--- src/rtl/shift_add_multiplier.sv ---
// Sequential unsigned shift-add multiplier: one shared 2*WIDTH-bit adder stepped over WIDTH cycles,
// with a start/ready/done handshake and a synchronous abort.
module shift_add_multiplier #(
   parameter int unsigned WIDTH = 8
) (
   input  logic               clock,
   input  logic               reset_L,
   input  logic               start,
   input  logic               abort,
   input  logic [WIDTH-1:0]   A,
   input  logic [WIDTH-1:0]   B,
   output logic               ready,
   output logic               done,
   output logic [2*WIDTH-1:0] product
);

   localparam int unsigned CW = $clog2(WIDTH + 1);
   localparam logic [CW-1:0] LastCount = CW'(WIDTH - 1);

   localparam logic [1:0] StIdle = 2'd0;
   localparam logic [1:0] StRun  = 2'd1;
   localparam logic [1:0] StDone = 2'd2;

   logic [1:0]         state_q, state_d;
   logic [2*WIDTH-1:0] mcand_q, mcand_d;
   logic [WIDTH-1:0]   mplier_q, mplier_d;
   logic [2*WIDTH-1:0] acc_q, acc_d;
   logic [CW-1:0]      count_q, count_d;
   logic [2*WIDTH-1:0] product_q, product_d;
   logic [2*WIDTH-1:0] sum;

   // Single shared adder: add the shifted multiplicand when the current multiplier bit is set.
   assign sum = acc_q + (mplier_q[0] ? mcand_q : '0);

   always_comb begin
      state_d   = state_q;
      mcand_d   = mcand_q;
      mplier_d  = mplier_q;
      acc_d     = acc_q;
      count_d   = count_q;
      product_d = product_q;
      case (state_q)
         StIdle: begin
            if (start) begin
               mcand_d  = {{WIDTH{1'b0}}, A};
               mplier_d = B;
               acc_d    = '0;
               count_d  = '0;
               state_d  = StRun;
            end
         end
         StRun: begin
            if (abort) begin
               state_d = StIdle;
            end else begin
               acc_d    = sum;
               mcand_d  = mcand_q << 1;
               mplier_d = mplier_q >> 1;
               count_d  = count_q + CW'(1);
               if (count_q == LastCount) begin
                  product_d = sum;
                  state_d   = StDone;
               end
            end
         end
         StDone: begin
            state_d = StIdle;
         end
         default: begin
            state_d = StIdle;
         end
      endcase
   end

   always_ff @(posedge clock or negedge reset_L) begin
      if (!reset_L) begin
         state_q   <= StIdle;
         mcand_q   <= '0;
         mplier_q  <= '0;
         acc_q     <= '0;
         count_q   <= '0;
         product_q <= '0;
      end else begin
         state_q   <= state_d;
         mcand_q   <= mcand_d;
         mplier_q  <= mplier_d;
         acc_q     <= acc_d;
         count_q   <= count_d;
         product_q <= product_d;
      end
   end

   assign ready   = (state_q == StIdle);
   assign done    = (state_q == StDone);
   assign product = product_q;

endmodule
--- config.mk ---
export PLATFORM = sky130hd
export DESIGN_NAME = shift_add_multiplier
export DESIGN_NICKNAME = d
export VERILOG_FILES = /design/src/rtl/shift_add_multiplier.sv
export SDC_FILE = /design/constraint.sdc
export NUM_CORES = 1
export LEC_CHECK = 0
export ABC_AREA = 1
export CORE_ASPECT_RATIO = 1.75
export CORE_MARGIN = 2
export CORE_UTILIZATION = 40
export CTS_CLUSTER_SIZE = 30
export DETAILED_ROUTE_END_ITERATION = 16
export DONT_BUFFER_PORTS = 1
export SYNTH_ARGS = -nofsm -noshare
export SYNTH_HDL_FRONTEND = slang
export SYNTH_SLANG_ARGS = --single-unit
--- constraint.sdc ---
create_clock -name clock -period 2.5 [get_ports clock]
set_input_delay 0.25 -clock clock [delete_from_list [all_inputs] [get_ports clock]]
set_output_delay 0.25 -clock clock [all_outputs]
set_load 0.005 [all_outputs]
Word-level counts from Yosys, hierarchy flattened
Cells that the tools add are included.
{"block": "classes", "n_addsub": 2, "n_mul": 0, "div_mod_pow": 0, "n_lt_le_gt_ge": 0, "eq_ne": 6, "shift": 0, "mux": 17, "bitwise": 1, "n_reduce_logical": 5}
{"cell": "$mux W16", "count": 5}
{"cell": "$pmux W16 S2", "count": 2}
{"cell": "$add A16 B16 Y16", "count": 1}
{"cell": "$mux W8", "count": 2}
{"cell": "$pmux W8 S2", "count": 1}
{"cell": "$mux W4", "count": 2}
{"cell": "$pmux W4 S2", "count": 1}
{"cell": "$mux W2", "count": 3}
{"cell": "$reduce_and A3 Y1", "count": 2}
{"cell": "$add A4 B1 Y4 const B", "count": 1}
{"cell": "$eq A4 B3 Y1 const B", "count": 1}
{"cell": "$ne A2 B2 Y1 const B", "count": 2}
{"cell": "$pmux W2 S2", "count": 1}
{"cell": "$ne A3 B3 Y1 const B", "count": 1}
{"cell": "$eq A2 B1 Y1 const B", "count": 1}
{"cell": "$eq A2 B2 Y1 const B", "count": 1}
{"cell": "$logic_not A2 Y1", "count": 1}
{"cell": "$reduce_and A2 Y1", "count": 1}
{"cell": "$reduce_bool A2 Y1", "count": 1}
{"cell": "$not A1 Y1", "count": 1}
{"block": "word_totals", "register_bits": 62, "latch_bits": 0, "ram_bits": 0, "mem_bits_ro": 0, "inputBits": 20, "out_inout_bits": 18, "wordCells": 37, "n_memories": 0}

Longest topological paths before layout
Gate-level depths: netlist of the first run.
{"block": "depth", "ltp_word": 4, "mapped_depth": 15, "ltp_nobuf": 13}

Worst setup path after synthesis of the first run
OpenSTA, ideal clock, no wires.
{"block": "synth_path", "path_kind": "register to register", "from": "register mplier_q[0]", "to": "register acc_q[6]", "setup_ns": 0.117, "arrival_ns": 2.038, "required_ns": 2.383, "setup_slack_ns": 0.345, "stages_incl_launch_ff": 14, "path_buffers": 2, "synth_period_minus_slack_ns": 2.155, "cell_sequence": "dfrtp_1 clkbuf_1 clkbuf_1 nand2_1 inv_1 ha_1 fa_1 nand2_1 nand2_1 nand3b_1 nand2_1 or2_2 nand3_1 nand2_1"}
{"block": "synth_between", "elab_chain_len": 4}
{"element": "start: declaration", "line": "26", "text": "logic [WIDTH-1:0] mplier_q, mplier_d;"}
{"element": "start signal: assignment", "line": "86", "text": "mplier_q <= mplier_d;"}
{"element": "$mux W16", "line": "33", "text": "assign sum = acc_q + (mplier_q[0] ? mcand_q : '0);"}
{"element": "$add A16 B16 Y16", "line": "33"}
{"element": "$mux W16", "line": "53", "text": "if (abort) begin"}
{"element": "$pmux W16 S2", "line": "42", "text": "case (state_q)"}
{"element": "end signal: assignment", "line": "80", "text": "acc_q <= '0;"}
{"element": "end signal: assignment", "line": "87", "text": "acc_q <= acc_d;"}
{"element": "end: declaration", "line": "27", "text": "logic [2*WIDTH-1:0] acc_q, acc_d;"}
Every way passes these cells. The select of a mux whose other input is x is not followed.
A chain may end at the register's enable or synchronous reset.

Worst setup path in the final report of the first run
Ends and elaborated chain as after synthesis.

==> impl_results.rst, run 1 <==
.. list-table::
   :header-rows: 1

   * - Metric
     - Value
   * - Result of the run
     - complete, no violations
   * - Launching element of the worst setup path
     - mplier_q[0]
   * - Launch point of the worst hold path
     - A[0]
   * - Most instantiated flip-flop cell in the synthesis netlist
     - dfrtp_1
   * - Clock insertion delay at the later pin of the skew report
     - 0.34 ns
   * - Final setup viols
     - 0
   * - Setup slack of the worst register-to-register path
     - 0.32 ns
   * - Overall routing resource usage
     - 0.1992
   * - Die footprint
     - 9690 µm²
   * - Startpoint class of the critical path
     - flip-flop
   * - Clock Root Buffer
     - clkbuf_16
   * - Maxcap violations
     - 0
   * - Synth Area per Inst
     - 7.455 µm²
   * - TritonCTS clock tree
     - done
   * - Floorplan die height
     - 128.7 µm
   * - Wire length after detailed routing
     - 8424 µm
   * - Fillers
     - 919
   * - Multi-input logic area
     - 1597 µm²
   * - Total grt overflow
     - 0
   * - Power per cell area
     - 915.0 nW/µm²
   * - Worst slew pin tran
     - 0.4408 ns
   * - Setup repair after global routing missed its margin
     - false
   * - Critical path fanouts, max
     - 17
   * - Vias
     - 2919
   * - Number of buffers and inverters on the critical path
     - 1
   * - Startpoint of the most critical register-to-register path
     - mplier_q[0]
   * - Synth warn
     - 0
   * - Post-layout net count
     - 515
   * - Number of slew-limit violations in the final report
     - 0
   * - Number of top-level design ports
     - 38
   * - Final worst-path cycle share
     - 0.8717
   * - Num CTS Buffers
     - 9
   * - Cell repeated most along the worst path
     - nand2_1
   * - Initial antenna violation count
     - 0
   * - Antenna cells
     - 0
   * - Max incr delay on CP
     - 0.54 ns
   * - CTS H-tree lvls
     - 3
   * - Commonest non-fill, non-tap cell in the layout
     - nand2_1
   * - RePlAce Congestion
     - 0.8845
   * - Peak supply drop
     - 593.0 µV
   * - Setup TNS
     - 0 ns
   * - CP Data Required Time
     - 2.72 ns
   * - Overall power of the completed layout
     - 3.622 mW
   * - Capturing element type of the critical path
     - flip-flop
   * - Final-report hold violation count
     - 0
   * - Sequential element share of the synthesized area
     - 0.4363
   * - Number of rows created at floorplan
     - 45
   * - Largest clock skew in the final design
     - 0.006885 ns
   * - Static leakage
     - 2.272 nW
   * - Clock-pin transition on the worst setup and hold timing paths
     - 0.05 ns
   * - Fraction of layout cells with a size suffix above 1
     - 0.06004
   * - Cell chain of the critical path
     - nand2_1 -> inv_1 -> ha_1 -> fa_1 -> nand2_1 -> nand2_1 -> nand3b_1 -> nand2_1 -> or2_2 -> nand3_1 -> nand2_1
   * - Detailed-routing iteration count for the pre-antenna-repair pass
     - 4
   * - Slowest stage cell, crit path
     - dfrtp_1
   * - Worst min path class
     - in -> reg
   * - Total of cells resized after clock tree synthesis
     - 0
   * - Violation count after the first detailed-routing iteration
     - 135
   * - Number of buffers inserted to repair setup after CTS
     - 0
   * - Post-route ant nets
     - 0
   * - Post-Syn Instances
     - 477
   * - Detailed-route vias per instance
     - 4.865
   * - Number of synthesized register bits
     - 62
   * - Post-synth EDFFs
     - 0
   * - Library cells used by synthesis
     - 31
   * - # DRC
     - 0
   * - Area added between synthesis and finish
     - 11.33%
   * - HPWL Detailed
     - 6194 µm
   * - Maximum number of pins on one net before global-route repair
     - 63
   * - Initial cell density of the core
     - 0.4101
   * - WL per Instance
     - 14.04 µm
   * - Number of buffers inserted for hold repair after clock tree synthesis
     - 2
   * - Pre-CTS setup slack
     - 0.3190 ns
   * - Die span in x
     - 75.28 µm
   * - Register area
     - 1551 µm²
   * - Headroom to the max-slew limit
     - 0.7061
   * - Data arrival at the endpoint of the critical path
     - 2.40 ns
   * - Number of global-route vias before repair
     - 3039
   * - Kind of cell adding the most delay to the critical path
     - simple AND/OR/NAND/NOR gates
   * - Netlist area before placement
     - 3556 µm²
   * - Number of port buffers
     - 0
   * - Fin worst setup slack
     - 0.3207 ns
   * - First-pass GRT wire length
     - 14270 µm
   * - Floorplan core area
     - 8671 µm²
   * - Async SR Flop Fraction
     - 1.000
   * - Critical setup path kind
     - reg -> reg
   * - Nets in the synthesized netlist
     - 514
   * - Final critical path time including I/O delays and setup
     - 2.179 ns
   * - Clock Sinks
     - 62
   * - Buffers from clock root to sink, at most
     - 2
   * - Most frequent cells in the layout
     - nand2_1, inv_1, dfrtp_1
   * - Top achievable clock speed
     - 458.9 MHz
worst reg2reg max path: cells and delay by family, from the launching register on:
family / cells / cell delay, ns
fa+ha+maj: 2 / 0.61
buf+inv: 1 / 0.04
flops: 1 / 0.54
simple gates: 8 / 0.89
cell usage after synthesis, types with 2 or more instances:
| master | count | share of area |
|---|---|---|
| nor3_1 | 3 | 0.0042 |
| o211ai_1 | 12 | 0.025 |
| nand2_1 | 179 | 0.19 |
| nand4_1 | 2 | 0.0035 |
| buf_6 | 5 | 0.016 |
| xor2_1 | 4 | 0.0099 |
| a21oi_1 | 9 | 0.013 |
| clkbuf_1 | 2 | 0.0021 |
| ha_1 | 16 | 0.056 |
| inv_2 | 3 | 0.0032 |
| inv_1 | 76 | 0.080 |
| dfrtp_1 | 62 | 0.44 |
| nand2_2 | 2 | 0.0035 |
| nor2_1 | 14 | 0.015 |
| o22ai_1 | 6 | 0.011 |
| nand3_1 | 30 | 0.042 |
| nand3b_1 | 4 | 0.0084 |
| buf_2 | 7 | 0.0099 |
| or2_1 | 4 | 0.0070 |
| nand2_4 | 2 | 0.0063 |
| o21ai_0 | 25 | 0.035 |
per-stage QoR:
step                hold WS [ns]  area [µm²]    util  instances
floorplan               -0.04559        3556       -        477
global placement        -0.04202        3621  0.4176        582
detailed placement      -0.04256        3621  0.4176        582
CTS                      0.04252        3959  0.4566        600
global route             0.05105        3959  0.4566        600
finish                   0.04279        3959  0.4566        600
where the power goes:
group / leakage, nW / internal, mW / switching [mW]
logic: 1.30 / 0.369 / 0.635
clock network: 0.148 / 0.793 / 0.455
registers: 0.825 / 1.21 / 0.159
cells by family after synthesis:
logic type | count (synthesis) | synth area share
buffers and inverters | 95 | 0.1147
DFF | 62 | 0.4363
adders and majority gates | 17 | 0.06193
and+or+nand+nor | 242 | 0.2825
xor gates and xnor gates | 5 | 0.01231
muxes | 1 | 0.002815
AOI/OAI and AO/OA | 55 | 0.08938
sequential cells by signal, indices dropped and copies added, names as in the netlist:
register / cells
acc_q: 16
count_q: 4
mcand_q: 16
mplier_q: 8
product: 16
state_q: 2
layout make-up:
class,count,share of cell area
Timing Repair Buffer,6,0.01707
Clock buffer,10,0.06037
Multi-Input combinational cell,320,0.4033
Sequential cell,62,0.3919
Inverter,79,0.07491
Clock inverter,6,0.01549
Tap cell,117,0.03698
path summary, 6_finish.rpt:
kind	to	cells past startpoint
setup / recovery	acc_q[6]	11
hold / removal	mcand_q[0]	2
setup reg to reg	acc_q[6]	11
hold reg to reg	acc_q[10]	2
max in group asynchronous	state_q[0]	2
min in group asynchronous	product[8]	2
metal layers:
layer / part of all wire / wire (µm) / GRT usage / vias to the layer above
met2: 0.55 / 4608 / 0.3535 / 55
met4: 0.031 / 263 / 0.08566 / 0
li1: - / - / - / 1496
met1: 0.38 / 3234 / 0.2148 / 1348
met5: 0 / 0 / 0 / -
met3: 0.038 / 318 / 0.05482 / 20
No activity file was read; power rests on OpenSTA's default activity.
==> run 2, diff against run 1 <==
==> constraint.sdc (replaced) <==
create_clock -name clock -period 2.5 [get_ports clock]
set_input_delay 0 -clock clock [delete_from_list [all_inputs] [get_ports clock]]
set_output_delay 0 -clock clock [all_outputs]
set_load 0.005 [all_outputs]
==> run 2 against run 1 <==
Net effect: critical path depth stayed put; cell area up 4.8%; clock power about the same; fmax is essentially flat; flip-flop and latch count stayed put; die area unchanged; largest cell class unchanged; largest power group unchanged; highest routed layer unchanged.
==> impl_results.rst, run 2 (synthesis gave the netlist of run 1 again) <==
.. list-table::
   :header-rows: 1

   * - Metric
     - Value
   * - Worst slew pin tran
     - 0.4409 ns (+0.00004208 ns)
   * - Final critical path time including I/O delays and setup
     - 2.179 ns (-0.0001930 ns)
   * - Launch point of the worst hold path
     - abort
   * - Fillers
     - 902 (-1.8%)
   * - Capturing element type of the critical path
     - flip-flop
   * - Total grt overflow
     - 0 (unchanged)
   * - Antenna cells
     - 0 (unchanged)
   * - Buffers from clock root to sink, at most
     - 2 (unchanged)
   * - Cell count of the worst reg-to-reg path
     - 11 (unchanged)
   * - Data arrival at the endpoint of the critical path
     - 2.40 ns (about the same)
   * - Number of global-route vias before repair
     - 3050 (+0.36%)
   * - Maxcap violations
     - 0 (unchanged)
   * - Number of rows created at floorplan
     - 45 (unchanged)
   * - R2r endpoint
     - acc_q[6]
   * - Slowest stage cell, crit path
     - dfrtp_1
   * - Num CTS Buffers
     - 9 (unchanged)
   * - # DRC
     - 0 (unchanged)
   * - Vias
     - 2990 (+2.4%)
   * - Die span in x
     - 75.28 µm (unchanged)
   * - Initial cell density of the core
     - 0.4101 (unchanged)
   * - Startpoint class of the critical path
     - flip-flop
   * - Pre-CTS setup slack
     - 0.3190 ns (unchanged)
   * - Area added between synthesis and finish
     - 16.68%
   * - Startpoint of the most critical register-to-register path
     - mplier_q[0]
   * - CP Data Required Time
     - 2.72 ns (about the same)
   * - Clock Root Buffer
     - clkbuf_16
   * - Wire length after detailed routing
     - 8511 µm (+1.0%)
   * - Total of cells resized after clock tree synthesis
     - 0 (unchanged)
   * - Number of buffers inserted to repair setup after CTS
     - 0 (unchanged)
   * - Final worst-path cycle share
     - 0.8716 (about the same)
   * - Number of top-level design ports
     - 38 (unchanged)
   * - Overall power of the completed layout
     - 3.650 mW (+0.75%)
   * - Worst hold slack
     - 0.02768 ns (-0.01512 ns)
   * - Cell repeated most along the worst path
     - nand2_1
   * - TritonCTS clock tree
     - done
   * - Final-report hold violation count
     - 0 (unchanged)
   * - Number of cells traversed by the worst hold path
     - 3 (+1)
   * - Setup TNS
     - 0 ns (unchanged)
   * - Detailed-route vias per instance
     - 4.830 (-0.71%)
   * - Top achievable clock speed
     - 458.9 MHz (about the same)
   * - Floorplan die height
     - 128.7 µm (unchanged)
   * - HPWL Detailed
     - 6194 µm (unchanged)
   * - Fraction of layout cells with a size suffix above 1
     - 0.05777 (-0.002272)
   * - Commonest non-fill, non-tap cell in the layout
     - nand2_1
   * - Fin worst setup slack
     - 0.3209 ns (+0.0001930 ns)
   * - Kind of cell adding the most delay to the critical path
     - simple AND/OR/NAND/NOR gates
   * - Floorplan core area
     - 8671 µm² (unchanged)
   * - Setup slack of the worst register-to-register path
     - 0.32 ns (about the same)
   * - Number of buffers and inverters on the critical path
     - 1 (unchanged)
   * - Largest clock skew in the final design
     - 0.008621 ns (+0.001736 ns)
   * - WL per Instance
     - 13.75 µm (-2.1%)
   * - Static leakage
     - 2.347 nW (+3.3%)
   * - Number of port buffers
     - 0 (unchanged)
   * - Critical setup path kind
     - reg -> reg
   * - Critical path fanouts, max
     - 17 (unchanged)
   * - Headroom to the max-slew limit
     - 0.7061 (about the same)
   * - Overall routing resource usage
     - 0.2005 (+0.001289)
   * - Die footprint
     - 9690 µm² (unchanged)
   * - Clock-pin transition on the worst setup and hold timing paths
     - 0.05 ns (about the same)
   * - Clock insertion delay at the later pin of the skew report
     - 0.34 ns (about the same)
   * - Clock Sinks
     - 62 (unchanged)
   * - Post-layout net count
     - 534 (+3.7%)
   * - Initial antenna violation count
     - 0 (unchanged)
   * - Worst-case hold path end point
     - count_q[0]
   * - Setup repair after global routing missed its margin
     - false
   * - First-pass GRT wire length
     - 14360 µm (+0.62%)
   * - Peak supply drop
     - 522.9 µV (-12%)
   * - Power per cell area
     - 879.6 nW/µm² (-3.9%)
   * - Most frequent cells in the layout
     - nand2_1, inv_1, dfrtp_1
   * - Post-route ant nets
     - 0 (unchanged)
   * - Cell chain of the critical path
     - nand2_1 -> inv_1 -> ha_1 -> fa_1 -> nand2_1 -> nand2_1 -> nand3b_1 -> nand2_1 -> or2_2 -> nand3_1 -> nand2_1
   * - Worst min path class
     - in -> reg
   * - Maximum number of pins on one net before global-route repair
     - 63 (unchanged)
   * - Number of buffers inserted for hold repair after clock tree synthesis
     - 21 (+19)
   * - Final setup viols
     - 0 (unchanged)
   * - Max incr delay on CP
     - 0.54 ns (about the same)
   * - Violation count after the first detailed-routing iteration
     - 122 (-9.6%)
   * - RePlAce Congestion
     - 0.8845 (unchanged)
   * - Number of slew-limit violations in the final report
     - 0 (unchanged)
   * - Detailed-routing iteration count for the pre-antenna-repair pass
     - 4 (unchanged)
   * - Result of the run
     - complete, no violations
   * - CTS H-tree lvls
     - 3 (unchanged)
[run 2: changes by cell type in the layout (fill, tap and decap cells not counted)]
cell           change
dlygate4sd3_1     +19
[run 2: stage by stage]
stage	util	std cells	area [µm²]
after CTS	0.4785	619	4149
after global placement	0.4176	582	3621
final	0.4785	619	4149
after detailed placement	0.4176	582	3621
after global routing	0.4785	619	4149
after floorplan	-	477	3556
[run 2: report_power, final]
part	total (mW)	switching, mW	internal, mW	leakage, nW
Sequential	1.37	0.160	1.21	0.825
Clock	1.25	0.456	0.793	0.148
Combinational	1.03	0.641	0.390	1.37
[run 2: worst max path at each step]
stage / startpoint / end / cells past startpoint
2_1_floorplan: mplier_q[0] / acc_q[6] / 13
6_report: mplier_q[0] / acc_q[6] / 11
4_1_cts: mplier_q[0] / acc_q[6] / 11
3_5_place_dp: mplier_q[0] / acc_q[6] / 11
3_3_place_gp: mplier_q[0] / product[6] / 11
5_1_grt: mplier_q[0] / product[13] / 10
[run 2: worst min-delay path: stages]
cell and delay, ns:
inv_1 0.04, nand2_4 0.18, mux2i_1 0.10
[run 2: final cells by class]
class | instances | area [µm²] | area share
clock buffer | 10 | 239.0 | 0.05760
tap | 117 | 146.4 | 0.03528
clock inverter | 6 | 61.31 | 0.01478
sequential | 62 | 1551 | 0.3739
timing repair buffer | 25 | 257.7 | 0.06212
inverter | 79 | 296.5 | 0.07147
multi-input combinational | 320 | 1597 | 0.3848
[run 2: routing by layer]
layer / vias to the layer above / track usage / share of wire
met5: - / 0 / 0
met4: 0 / 0.08566 / 0.032
met3: 21 / 0.05325 / 0.032
met2: 53 / 0.3586 / 0.55
met1: 1380 / 0.2149 / 0.39
li1: 1536 / - / -
==> run 3, diff against run 2 <==
--- a/config.mk
+++ b/config.mk
@@ -7,11 +7,13 @@
 export LEC_CHECK = 0
 export ABC_AREA = 1
 export CORE_ASPECT_RATIO = 1.75
-export CORE_MARGIN = 2
+export CORE_MARGIN = 4
 export CORE_UTILIZATION = 40
 export CTS_CLUSTER_SIZE = 30
 export DETAILED_ROUTE_END_ITERATION = 16
 export DONT_BUFFER_PORTS = 1
+export MAX_ROUTING_LAYER = met4
+export PLACE_DENSITY_LB_ADDON = 0.1
 export SYNTH_ARGS = -nofsm -noshare
 export SYNTH_HDL_FRONTEND = slang
 export SYNTH_SLANG_ARGS = --single-unit
==> run 3 against run 2 <==
Net effect: first-iteration DRC count did not move; fmax grew 4.6%; setup slack improved by 0.095 ns; sequential share of layout area is 0.24 points higher; critical path depth did not move; non-clock buffer count shrank 1; die area up 8.6%; global-route usage shrank 0.86 points; wire length up 4.6%; sequential power hardly changed; critical path type unchanged; final cell count down 0.16%; critical endpoint is now product[14]; clock power fell by 4%.
==> impl_results.rst, run 3 (synthesis gave the netlist of run 1 again) <==
.. list-table::
   :header-rows: 1

   * - Metric
     - Value
   * - Placed cells
     - 582 (unchanged)
   * - Maximum number of pins on one net before global-route repair
     - 63 (unchanged)
   * - Worst slew pin tran
     - 0.3846 ns (-0.05631 ns)
   * - Worst min path class
     - in -> reg
   * - Clock-pin transition on the worst setup and hold timing paths
     - 0.05 ns (about the same)
   * - Number of buffers inserted to repair setup after CTS
     - 0 (unchanged)
   * - CP Data Required Time
     - 2.72 ns (about the same)
   * - Num CTS Buffers
     - 9 (unchanged)
   * - Clock Sinks
     - 62 (unchanged)
   * - Headroom to the max-slew limit
     - 0.7434 (+0.03731)
   * - TritonCTS clock tree
     - done
   * - Kind of cell adding the most delay to the critical path
     - simple AND/OR/NAND/NOR gates
   * - Post-route ant nets
     - 0 (unchanged)
   * - Largest clock skew in the final design
     - 0.004838 ns (-0.003783 ns)
   * - Antenna cells
     - 0 (unchanged)
   * - Total grt overflow
     - 0 (unchanged)
   * - Slowest stage cell, crit path
     - dfrtp_1
   * - Die footprint
     - 10520 µm² (+8.6%)
   * - Fillers
     - 953 (+5.7%)
   * - RePlAce Congestion
     - 0.9759 (+10%)
   * - First-pass GRT wire length
     - 14780 µm (+2.9%)
   * - Number of global-route vias before repair
     - 3024 (-0.85%)
   * - Final critical path time including I/O delays and setup
     - 2.084 ns (-0.09507 ns)
   * - Number of top-level design ports
     - 38 (unchanged)
   * - Area added between synthesis and finish
     - 15.94%
   * - Commonest non-fill, non-tap cell in the layout
     - nand2_1
   * - # DRC
     - 0 (unchanged)
   * - Vias
     - 2957 (-1.1%)
   * - Wire length after detailed routing
     - 8901 µm (+4.6%)
   * - Setup repair after global routing missed its margin
     - false
   * - Cell chain of the critical path
     - buf_4 -> nand2_1 -> inv_1 -> ha_1 -> nand2_1 -> nor3_1 -> nand2_1 -> nand2_1 -> nand2_1 -> nand3_1 -> nand2_1
   * - Buffers from clock root to sink, at most
     - 2 (unchanged)
   * - Pre-CTS setup slack
     - 0.4160 ns (+0.09697 ns)
   * - Detailed-route vias per instance
     - 4.785 (-0.94%)
   * - Overall power of the completed layout
     - 3.607 mW (-1.2%)
   * - Number of buffers and inverters on the critical path
     - 2 (+1)
   * - Power per cell area
     - 874.9 nW/µm² (-0.54%)
   * - Setup TNS
     - 0 ns (unchanged)
   * - CTS H-tree lvls
     - 3 (unchanged)
   * - Top achievable clock speed
     - 479.8 MHz (+4.6%)
   * - Static leakage
     - 2.333 nW (-0.60%)
   * - Floorplan core area
     - 8671 µm² (unchanged)
   * - WL per Instance
     - 14.40 µm (+4.8%)
   * - Final setup viols
     - 0 (unchanged)
   * - Number of port buffers
     - 0 (unchanged)
   * - Result of the run
     - complete, no violations
   * - Initial antenna violation count
     - 0 (unchanged)
   * - Startpoint class of the critical path
     - flip-flop
   * - Floorplan die height
     - 132.7 µm (+3.1%)
   * - Clock insertion delay at the later pin of the skew report
     - 0.33 ns (about the same)
   * - Cell repeated most along the worst path
     - nand2_1
   * - Number of buffers inserted for hold repair after clock tree synthesis
     - 20 (-4.8%)
   * - HPWL Detailed
     - 6612 µm (+6.7%)
   * - Die span in x
     - 79.28 µm (+5.3%)
   * - Critical path fanouts, max
     - 13 (-4)
   * - Final worst-path cycle share
     - 0.8336 (-0.03803)
   * - Capturing element type of the critical path
     - flip-flop
   * - Final-report hold violation count
     - 0 (unchanged)
   * - Most frequent cells in the layout
     - nand2_1, inv_1, dfrtp_1
   * - Total of cells resized after clock tree synthesis
     - 0 (unchanged)
   * - Peak supply drop
     - 422.3 µV (-19%)
   * - Detailed-routing iteration count for the pre-antenna-repair pass
     - 4 (unchanged)
   * - Post-layout net count
     - 533 (-0.19%)
   * - Clock Root Buffer
     - clkbuf_16
   * - Number of slew-limit violations in the final report
     - 0 (unchanged)
   * - Initial cell density of the core
     - 0.4101 (unchanged)
   * - Fin worst setup slack
     - 0.4160 ns (+0.09507 ns)
   * - Fraction of layout cells with a size suffix above 1
     - 0.05190 (-0.005873)
   * - Data arrival at the endpoint of the critical path
     - 2.30 ns (-0.10 ns)
   * - Number of rows created at floorplan
     - 45 (unchanged)
   * - Max incr delay on CP
     - 0.41 ns (-0.13 ns)
   * - Critical setup path kind
     - reg -> reg
   * - Layout Cells excl Fill
     - 618 (-0.16%)
   * - Maxcap violations
     - 0 (unchanged)
   * - Overall routing resource usage
     - 0.1918 (-0.008630)
   * - Violation count after the first detailed-routing iteration
     - 122 (unchanged)
[run 3: cell count changes in the layout (fill, tap and decap cells not counted), sizes merged]
| cell | before | now |
|---|---|---|
| clkinv | 4 | 2 |
| dlygate4sd3 | 20 | 19 |
| clkbuf | 10 | 12 |
[run 3: where the power goes]
| group | total (mW) | switching, mW | internal, mW | leakage (nW) |
|---|---|---|---|---|
| clock | 1.20 | 0.434 | 0.768 | 0.137 |
| sequential | 1.35 | 0.139 | 1.21 | 0.825 |
| combinational | 1.05 | 0.664 | 0.391 | 1.37 |
[run 3: stage by stage]
stage | cell area (µm²) | util | hold WS, ns
CTS | 4123 | 0.4755 | 0.03172
global route | 4123 | 0.4755 | 0.04680
floorplan | 3556 | - | -0.2956
global placement | 3621 | 0.4176 | -0.2933
detailed placement | 3621 | 0.4176 | -0.2933
finish | 4123 | 0.4755 | 0.03845
[run 3: cell type report]
| cell class | count | area, µm² | area share |
|---|---|---|---|
| Clock inverter | 4 | 47.55 | 0.01153 |
| Clock buffer | 12 | 236.5 | 0.05736 |
| Inverter | 79 | 296.5 | 0.07193 |
| Timing Repair Buffer | 24 | 247.7 | 0.06009 |
| Multi-Input combinational cell | 320 | 1597 | 0.3873 |
| Tap cell | 117 | 146.4 | 0.03551 |
| Sequential cell | 62 | 1551 | 0.3763 |
[run 3: path summary, 6_finish.rpt]
check,start,endpoint,slack (ns),depth (start not counted)
min in group asynchronous,reset_L,acc_q[13],0.20,2
min,abort,count_q[0],0.04,3
max,mplier_q[0],product[14],0.42,11
max in group asynchronous,reset_L,acc_q[12],2.02,2
min reg2reg,acc_q[14],acc_q[14],0.48,2
max reg2reg,mplier_q[0],product[14],0.42,11
[run 3: routing by layer]
metal,track usage,wire (µm)
met5,-,0
met4,0.08031,263
met1,0.1915,3355
met2,0.3494,5046
met3,0.04292,236
[run 3: tightest hold or removal path, stage by stage]
cell and delay, ns:
inv_1 0.04, nand2_4 0.18, mux2i_1 0.10
